`src/rtl/signal_decoder.sv`:
```
// -----------------------------------------------------------------------------
// signal_decoder
//
// Recovers timing from the toggling square wave produced by the toggle
// receiver. signal_in is synchronized and every transition becomes a one-cycle
// edge_pulse. While enabled, the module measures the gap in clocks between
// consecutive edges. It declares lock after LOCK_N consecutive gaps fall within
// HALF_PERIOD +/- TOL. It raises a sticky loss-of-signal flag when no edge
// arrives within TIMEOUT clocks.
//
// Ports
//   clk          in   sole clock, rising edge
//   reset        in   synchronous, active-low
//   en           in   block enable; low forces IDLE
//   signal_in    in   asynchronous toggling input
//   edge_pulse   out  one-cycle strobe per detected edge
//   level        out  synchronized level of signal_in
//   half_period  out  [CNT_W] last measured gap in clocks
//   period_valid out  one-cycle strobe when half_period updates
//   locked       out  high while gaps keep matching HALF_PERIOD
//   timeout_err  out  sticky loss-of-signal flag
// -----------------------------------------------------------------------------
module signal_decoder #(
  parameter int CNT_W       = 8,
  parameter int HALF_PERIOD = 25,
  parameter int TOL         = 1,
  parameter int LOCK_N      = 4,
  parameter int TIMEOUT     = 64
) (
  input  logic             clk,
  input  logic             reset,
  input  logic             en,
  input  logic             signal_in,
  output logic             edge_pulse,
  output logic             level,
  output logic [CNT_W-1:0] half_period,
  output logic             period_valid,
  output logic             locked,
  output logic             timeout_err
);

  localparam int MW = $clog2(LOCK_N + 1);

  // The match window is compared one bit wider than the counter. The lower
  // bound is clamped to 0 so a small HALF_PERIOD cannot wrap around.
  localparam logic [CNT_W:0] MATCH_HI = (CNT_W+1)'(HALF_PERIOD + TOL);
  localparam logic [CNT_W:0] MATCH_LO = (HALF_PERIOD > TOL) ?
                                        (CNT_W+1)'(HALF_PERIOD - TOL) :
                                        (CNT_W+1)'(0);
  localparam logic [CNT_W-1:0] TIMEOUT_C = CNT_W'(TIMEOUT);
  localparam logic [CNT_W-1:0] GAP_ONE   = CNT_W'(1);
  localparam logic [MW-1:0]    LOCK_N_C  = MW'(LOCK_N);

  typedef enum logic [1:0] {
    IDLE    = 2'd0,
    MEASURE = 2'd1,
    LOCKED  = 2'd2
  } state_t;

  state_t           state_q, state_d;
  logic             sync1_q, sync2_q, level_dly_q;
  logic             edge_pulse_q;
  logic [CNT_W-1:0] gap_q, gap_d;
  logic [CNT_W-1:0] half_period_q, half_period_d;
  logic [MW-1:0]    match_q, match_d;
  logic             period_valid_q, period_valid_d;
  logic             locked_q, locked_d;
  logic             timeout_err_q, timeout_err_d;

  logic             edge_det;
  logic             gap_match;
  logic [CNT_W:0]   gap_ext;

  // An edge is any change of the synchronized level. The FSM reacts to it
  // combinationally, so period_valid and half_period register in the same
  // clock as edge_pulse.
  assign edge_det  = sync2_q ^ level_dly_q;
  assign gap_ext   = {1'b0, gap_q};
  assign gap_match = (gap_ext >= MATCH_LO) && (gap_ext <= MATCH_HI);

  always_comb begin
    state_d        = state_q;
    gap_d          = gap_q;
    match_d        = match_q;
    half_period_d  = half_period_q;
    period_valid_d = 1'b0;
    timeout_err_d  = timeout_err_q;

    if (!en) begin
      state_d = IDLE;
      gap_d   = '0;
      match_d = '0;
    end else begin
      case (state_q)
        IDLE: begin
          gap_d = '0;
          if (edge_det) begin
            // Reference edge only: there is no previous edge to measure from.
            state_d       = MEASURE;
            gap_d         = GAP_ONE;
            match_d       = '0;
            timeout_err_d = 1'b0;
          end
        end
        MEASURE, LOCKED: begin
          // An edge takes priority over a timeout in the same cycle.
          if (edge_det) begin
            half_period_d  = gap_q;
            period_valid_d = 1'b1;
            gap_d          = GAP_ONE;
            if (gap_match) begin
              if (match_q < LOCK_N_C) begin
                match_d = match_q + 1'b1;
              end
              if (match_d == LOCK_N_C) begin
                state_d = LOCKED;
              end
            end else begin
              match_d = '0;
              state_d = MEASURE;
            end
          end else if (gap_q == TIMEOUT_C) begin
            state_d       = IDLE;
            gap_d         = '0;
            match_d       = '0;
            timeout_err_d = 1'b1;
          end else begin
            gap_d = gap_q + 1'b1;
          end
        end
        default: begin
          state_d = IDLE;
          gap_d   = '0;
          match_d = '0;
        end
      endcase
    end

    locked_d = (state_d == LOCKED);
  end

  always_ff @(posedge clk) begin
    if (!reset) begin
      sync1_q        <= 1'b0;
      sync2_q        <= 1'b0;
      level_dly_q    <= 1'b0;
      edge_pulse_q   <= 1'b0;
      state_q        <= IDLE;
      gap_q          <= '0;
      match_q        <= '0;
      half_period_q  <= '0;
      period_valid_q <= 1'b0;
      locked_q       <= 1'b0;
      timeout_err_q  <= 1'b0;
    end else begin
      sync1_q        <= signal_in;
      sync2_q        <= sync1_q;
      level_dly_q    <= sync2_q;
      edge_pulse_q   <= edge_det;
      state_q        <= state_d;
      gap_q          <= gap_d;
      match_q        <= match_d;
      half_period_q  <= half_period_d;
      period_valid_q <= period_valid_d;
      locked_q       <= locked_d;
      timeout_err_q  <= timeout_err_d;
    end
  end

  assign edge_pulse   = edge_pulse_q;
  assign level        = sync2_q;
  assign half_period  = half_period_q;
  assign period_valid = period_valid_q;
  assign locked       = locked_q;
  assign timeout_err  = timeout_err_q;

endmodule

```
`config.mk`:
```
export PLATFORM = sky130hd
export DESIGN_NAME = signal_decoder
export DESIGN_NICKNAME = d
export VERILOG_FILES = /design/src/rtl/signal_decoder.sv
export SDC_FILE = /design/constraint.sdc
export NUM_CORES = 1
export LEC_CHECK = 0
export BUFFER_PORTS_ARGS = -buffer_cell sky130_fd_sc_hd__buf_2
export CAP_MARGIN = 5
export CORE_ASPECT_RATIO = 0.6
export CORE_MARGIN = 2
export CORE_UTILIZATION = 56
export DETAILED_ROUTE_END_ITERATION = 7
export PLACE_DENSITY = 0.74
export SYNTH_ARGS = -nofsm -noshare
export SYNTH_HDL_FRONTEND = slang
export SYNTH_SLANG_ARGS = --single-unit
export TNS_END_PERCENT = 30
```
`constraint.sdc`:
```
create_clock -name clk -period 1.9 [get_ports clk]
set_input_delay 0.285 -clock clk [delete_from_list [all_inputs] [get_ports clk]]
set_output_delay 0.285 -clock clk [all_outputs]
set_load 0.1 [all_outputs]
```
==> results of run 1 <==
## flip-flops by register name (all words and copies together), names as in the netlist
register,count
gap_q,8
half_period,8
match_q,3
state_q,2
edge_pulse,1
level,1
level_dly_q,1
locked,1
period_valid,1
sync1_q,1
timeout_err,1
## per-layer routing
metal  vias to the layer above  share of wire  track usage
met5                         -              0            0
met4                         0         0.0031       0.0286
met3                         2          0.075       0.0488
met2                        45           0.40        0.274
met1                       454           0.52        0.324
li1                        504              -            -
## cell type report
cell class              instances  area, um^2  share of cell area
multi-input cells              95         704               0.475
repair buffers                 19         103              0.0691
clock buffers                   4        55.1              0.0371
well taps                      30        37.5              0.0253
inverters                       6        22.5              0.0152
flip-flops and latches         28         562               0.379
## cell usage after synthesis, drive strengths merged (3+ instances only)
| cell type | n | area share |
|---|---|---|
| nand3 | 9 | 0.034 |
| clkbuf | 4 | 0.022 |
| o21ai | 3 | 0.011 |
| nor2b | 8 | 0.038 |
| ha | 5 | 0.047 |
| and3 | 3 | 0.015 |
| and2 | 6 | 0.029 |
| xnor2 | 3 | 0.020 |
| a21oi | 3 | 0.011 |
| mux2i | 8 | 0.060 |
| dfxtp | 28 | 0.42 |
| inv | 6 | 0.017 |
| a21boi | 3 | 0.017 |
| xor2 | 4 | 0.032 |
| nor2 | 11 | 0.031 |
| nand2 | 8 | 0.023 |
## per-stage QoR
stage               utilization  setup WS [ps]  instances  total power, mW  instance area [um^2]
finish                    0.676            112        182             1.03                  1480
detailed placement        0.651            160        178            0.676                  1430
CTS                       0.676            134        182             1.03                  1480
floorplan                     -            164        134            0.661                  1330
global route              0.676           3.77        182             1.05                  1480
global placement          0.651            252        178            0.674                  1430
## cells by family (layout without fill, tap and decap cells)
logic type               after synthesis  in the layout  synth area share
adder cells (fa/ha/maj)                5              5            0.0471
AO/OA/AOI/OAI                         20             20             0.115
flip-flops                            28             28             0.422
AND/OR/NAND/NOR                       55             55             0.256
multiplexers                           8              8            0.0603
buffers and inverters                 11             29            0.0471
XOR/XNOR                               7              7            0.0518
## final timing paths
check        startpoint      end  cells past startpoint
max            gap_q[0]   locked                      6
min           signal_in  sync1_q                      2
max reg2reg    gap_q[0]   locked                      6
min reg2reg     sync1_q    level                      1
## power by group through the flow
stage / combinational (mW) / clock (mW) / sequential (mW)
6_report: 0.0688 / 0.361 / 0.595
5_1_grt: 0.0743 / 0.383 / 0.596
3_5_place_dp: 0.0674 / 0 / 0.609
2_1_floorplan: 0.0397 / 0 / 0.622
3_3_place_gp: 0.0657 / 0 / 0.608
4_1_cts: 0.0678 / 0.363 / 0.595
## critical path, cell delays in order (launching register included)
cell                       delay [ps]
sky130_fd_sc_hd__dfxtp_1          420
sky130_fd_sc_hd__inv_1             70
sky130_fd_sc_hd__ha_1             200
sky130_fd_sc_hd__and4bb_4         220
sky130_fd_sc_hd__a311oi_2         350
sky130_fd_sc_hd__a32oi_1          190
sky130_fd_sc_hd__nor4_2           270
==> impl_summary.md, run 1 <==
Run status
The run finished with clean final reports.

Global routing
The all-layer global routing usage is 0.201. The number of antenna violations at the first check in global routing is 0. The first global-routing pass estimated around 4400 um of wire.

The remaining global-route overflow is 0. The pin count of the biggest net entering global routing is 20. The via count of the first global-routing pass came to 894.

Floorplan
The starting density of the core is 0.605. The width of the chip is between 60 and 70 um. For this design the top-level I/O count stands at 17. The die covers 2790 um^2. The number of rows created at floorplan is 13. The die is 41.7 um tall.

The floorplan step defined a core boundary enclosing about 2200 um^2.

CTS
The number of setup buffers added after CTS is 0. The number of buffers between clock root and the deepest sink is 2. The clock drives 28 sinks. The CTS tree is built. The clock latency on the worst-skew pair is roughly 270 ps.

The root buffer cell is sky130_fd_sc_hd__clkbuf_8. Clock-pin slew was measured on the worst setup and hold paths at approximately 90 ps. The CTS H-tree depth is 1.

The number of resized instances in the post-cts repair step is 0. The number of buffers inserted during clock tree synthesis is 3. The number of buffers inserted by hold repair at cts is 0.

Power and ir drop
Cell internal power was estimated by the tool at around 0.8 mW. The switching power summed over all nets is around 0.23 mW. Of the total power, the share spent switching nets is 0.220. The highest ir drop seen on vdd is around 580 uV. The power per cell area is approximately 690 nW/um^2. Of the total power, the clock network draws 0.352.

The combinational share of power is 0.067. The reported leakage power is 0.648 nW. The portion of total power attributed to sequential cells is 0.581.

Detailed routing
The final wirelength is roughly 2600 um. The final routed DRC violation total is 0. The number of detailed-routing iterations run before antenna repair is 4.

The count of nets left with antenna violations once routing finished came out at 0. The routed layout has about 1,000 vias. Using the TritonRoute via totals, the vias-per-cell ratio works out to 5.52. The mean routed wirelength per cell is roughly 14 um. After the first detailed-routing iteration, the DRC count stood at ~60.

Worst setup path
Across all register-to-register paths, the minimum setup slack is ~110 ps. The kind of end point of the critical path is a register. The critical path in this run is classified as register to register.

The largest driver fanout on the critical path is 6. Data arrives at the worst endpoint at 1980 ps. The sort of element at the start of the critical path is a register.

The critical path required time is 2090 ps.

Synth
The per-instance average area after synthesis is roughly 9.9 um^2. The most used flip-flop cell after synthesis is sky130_fd_sc_hd__dfxtp_1. The number of warnings reported in the yosys synthesis log is 0. Counting flops with an async set or reset pin after synthesis yields a share of 0.

Synthesis inferred 28 register bits. The synthesized netlist occupies a cell area of between 1000 and 1500 um^2. The proportion of synthesized chip area in sequential cells is 0.422. The number of distinct library cells after synthesis is 40.

Synthesis produced a netlist with a net count of 143. The cell count after synthesis came out at about 130. The number of flops mapped to enable cells by yosys is 0.

Timing
The final count of pins violating max slew is 0. The summed negative setup slack over all endpoints is 0 ps. The hold violation count in the final report is 0.

Setup repair after global routing left no endpoint under its margin. The count of endpoints failing setup in the final report is 0. The maximum frequency from static timing analysis is 559 MHz. The share of the cycle needed by the critical path after routing is 0.941. The post-route minimum period is around 1800 ps. The headroom to the max-slew limit is 0.674.

Across all hold checks on the routed design, the worst slack comes to 225 ps. At the pin with the least slew margin, the transition time is ~490 ps. The worst setup skew after layout is ~1.8 ps.

Final layout
Compared with the post-synthesis result, the final layout area differs by 11.8%. The antenna diode instance count is 0. The layout net count is 162. Of the cells placed in the final design, the portion with a size suffix greater than 1 is 0.230. The most common cell after layout, fill and taps aside is sky130_fd_sc_hd__dfxtp_1. The total of fill cells in the finished design is between 150 and 200. In the layout the commonest cells are 27 x sky130_fd_sc_hd__dfxtp_1, 16 x sky130_fd_sc_hd__buf_2, 11 x sky130_fd_sc_hd__nor2_1.

Hold path
The type of the worst min-delay path is primary input to register.

Placement
The HPWL after detailed placement is a little under 2000 um. The number of buffers inserted by port buffering is 16. At the end of routability-driven placement, the weighted congestion stood at ~0.88.

Run
Max-cap violations in this run came to 0.
(Power assumes the default switching activity.)
==> run 2, diff against run 1 <==
--- a/config.mk
+++ b/config.mk
@@ -7,11 +7,13 @@
 export LEC_CHECK = 0
 export BUFFER_PORTS_ARGS = -buffer_cell sky130_fd_sc_hd__buf_2
 export CAP_MARGIN = 5
+export CELL_PAD_IN_SITES_DETAIL_PLACEMENT = 0
+export CELL_PAD_IN_SITES_GLOBAL_PLACEMENT = 1
 export CORE_ASPECT_RATIO = 0.6
 export CORE_MARGIN = 2
-export CORE_UTILIZATION = 56
+export CORE_UTILIZATION = 43
 export DETAILED_ROUTE_END_ITERATION = 7
-export PLACE_DENSITY = 0.74
+export PLACE_DENSITY = 0.73
 export SYNTH_ARGS = -nofsm -noshare
 export SYNTH_HDL_FRONTEND = slang
 export SYNTH_SLANG_ARGS = --single-unit
==> run 2 against run 1 <==
Compared with the run above:
- cell count grew 6.6%
- die area is 28% higher
- critical path type unchanged
- count of clock-buffer cells in the layout is 1 lower
==> impl_summary.md, run 2 (synthesized netlist as in run 1, its figures left out) <==
Run status
The run finished with clean final reports.

Timing
Setup repair after global routing left no endpoint under its margin. The smallest hold slack is roughly 220 ps. Timing would allow up to 574 MHz. Setup violations remaining at the end of the flow were counted as 0.

The slew at the pin with the worst max-slew slack is ~490 ps. Across the routed clock network, the largest skew measured is between 2 and 3 ps. The share of the cycle needed by the critical path after routing is 0.917. The final count of pins violating max slew is 0. The routed design could run at a clock period as short as 1740 ps. Summed over all failing endpoints, the final setup total negative slack is 0 ps. The worst pin sits at a relative slew slack of 0.674.

The hold violation count in the final report was 0.

Worst setup path
The largest driver fanout on the critical path is 5. The critical path required time is roughly 2100 ps. The worst setup path is launched from a register. The worst register-to-register path begins at state_q[0].

The type of the worst setup path is register to register. The worst setup path is captured at a register. The data arrival time of the worst path is between 1500 and 2000 ps. The launching instance or port of the critical path is state_q[0].

Global routing
Entering global routing, the biggest net connects 20 pins. The all-layer global routing usage is 0.169. For met2 alone, demand over resource in global routing was 0.221. The number of antenna violations at the first check in global routing is 0. Global routing finished with a remaining overflow of 0. The layer with the highest usage is met1. The via count of the first global-routing pass came to between 800 and 900. For met1 alone, demand over resource in global routing was 0.260. The first global-routing pass estimated about 4300 um of wire. For this run, global-route usage on met3 was measured as 0.0451.

Floorplan
In this run the standard cell core region covers a little under 3000 um^2. The die is 75.7 um wide. The total die area is ~3600 um^2.

During I/O placement, the number of pins put on the boundary was 17. The chip height is ~47 um. Row generation in the floorplan step produced 15 rows. The starting density of the core is 0.456.

Hold path
The type of the worst min-delay path is primary input to register. The critical hold path startpoint is signal_in.

Detailed routing
In this run, the number of DRC markers left after iteration 0 of detailed routing was 76. The final routed DRC violation total is 0. Dividing the detail-routed via count by the number of cells gives approximately 5.1. Dividing the detail-routed wire length by the instance count gives around 13 um.

The routed layout has 998 vias. The final wirelength is between 2000 and 3000 um. The final antenna-violating net count is 0. The first detailed-routing pass took 5 iterations.

CTS
The number of buffers inserted during clock tree synthesis is 3. TritonCTS built the clock tree. For the worst-skew pair, the clock arrives at the later sink with an insertion delay of ~270 ps. Clock-pin slew was measured on the worst setup and hold paths at approximately 90 ps. In this run the number of H-tree levels came out at 1. The clock passes through at most 2 buffers. CTS saw 28 sinks. The root buffer cell is sky130_fd_sc_hd__clkbuf_8.

Placement
At the end of routability-driven placement, the weighted congestion stood at approximately 0.9. The number of buffers inserted by port buffering is 16. The HPWL after detailed placement is around 1900 um.

Final layout
For this run, the share of the core covered by cells in the final layout is 0.514. The most common cell after layout, fill and taps aside is sky130_fd_sc_hd__dfxtp_1. Leaving out fill and tap cells, the most frequent cells in the layout are 25 x sky130_fd_sc_hd__dfxtp_1, 16 x sky130_fd_sc_hd__buf_2, 11 x sky130_fd_sc_hd__nor2_1. Relative to the synthesized area, the layout overhead comes to 12.6%. The share of final-layout standard cells stronger than drive strength 1 is 0.243. The layout net count is around 160. The combined flip-flop and latch cell area is between 500 and 600 um^2. The footprint of the multi-input gates is ~700 um^2. The total of fill cells in the finished design is 274.

The repair_antennas step left the layout with diodes totalling 0.

Power and ir drop
The portion of total power attributed to sequential cells is 0.611. Of the total power, combinational logic draws 0.071. The clock group share of total power is 0.317. Internal power comes to 0.758 mW. The highest ir drop seen on vdd is 290 uV. The power per cell area is 651 nW/um^2.

The switching share of power is 0.222. For this design the static power due to leakage is 0.647 nW. The switching power summed over all nets is between 0.2 and 0.25 mW.

Run
Max-cap violations in this run came to 0.
-- run 2: cell count changes in the layout (fill, tap and decap cells not counted) --
| cell | previous run | this run |
|---|---|---|
| sky130_fd_sc_hd__dfxtp_1 | 27 | 25 |
| sky130_fd_sc_hd__dfxtp_2 | 1 | 3 |
| sky130_fd_sc_hd__buf_4 | 3 | 4 |
| sky130_fd_sc_hd__clkbuf_8 | 4 | 3 |
-- run 2: metal layers --
layer  vias up  routed length (um)
met2        28                 992
met5         -                   0
met4         0                  34
met3         5                 135
li1        507                   -
met1       458                1400
-- run 2: worst max-delay path, cell delays in order, from the launching register on --
cell	delay, ps
sky130_fd_sc_hd__dfxtp_1	400
sky130_fd_sc_hd__inv_1	90
sky130_fd_sc_hd__ha_1	340
sky130_fd_sc_hd__nor2_1	70
sky130_fd_sc_hd__a311oi_2	270
sky130_fd_sc_hd__a32oi_1	190
sky130_fd_sc_hd__nor4_2	300
-- run 2: timing repair --
item,4_1_cts,5_1_grt
setup buffers,0,0
endpoints found under the setup margin,0,1
hold buffers,0,0
resized for setup,0,2
-- run 2: metrics by stage --
step	instance area, um^2	power (mW)	worst slack (ps)	std cells
3_5_place_dp	1450	0.678	127	191
6_report	1500	0.974	158	194
5_1_grt	1500	1.02	13.9	194
4_1_cts	1490	0.993	108	194
2_1_floorplan	1330	0.661	164	134
3_3_place_gp	1450	0.678	207	191
-- run 2: area by class of cell --
type	count	share of cell area
clock buffers	3	0.0276
repair buffers	20	0.0736
well taps	42	0.0351
inverters	6	0.0151
multi-input cells	95	0.471
flip-flops and latches	28	0.377
-- run 2: power by group through the flow --
stage | Clock, mW | Combinational (mW) | Sequential [mW]
2_1_floorplan | 0 | 0.0397 | 0.622
3_3_place_gp | 0 | 0.0693 | 0.609
3_5_place_dp | 0 | 0.0685 | 0.609
4_1_cts | 0.329 | 0.0688 | 0.595
5_1_grt | 0.349 | 0.0763 | 0.596
6_report | 0.309 | 0.0693 | 0.595
-- run 2: path summary, 6_finish.rpt --
kind	endpoint	slack [ps]	depth (start not counted)
worst min register to register	level	440	1
worst max register to register	locked	160	6
worst max-delay path	locked	160	6
worst min-delay path	sync1_q	220	2
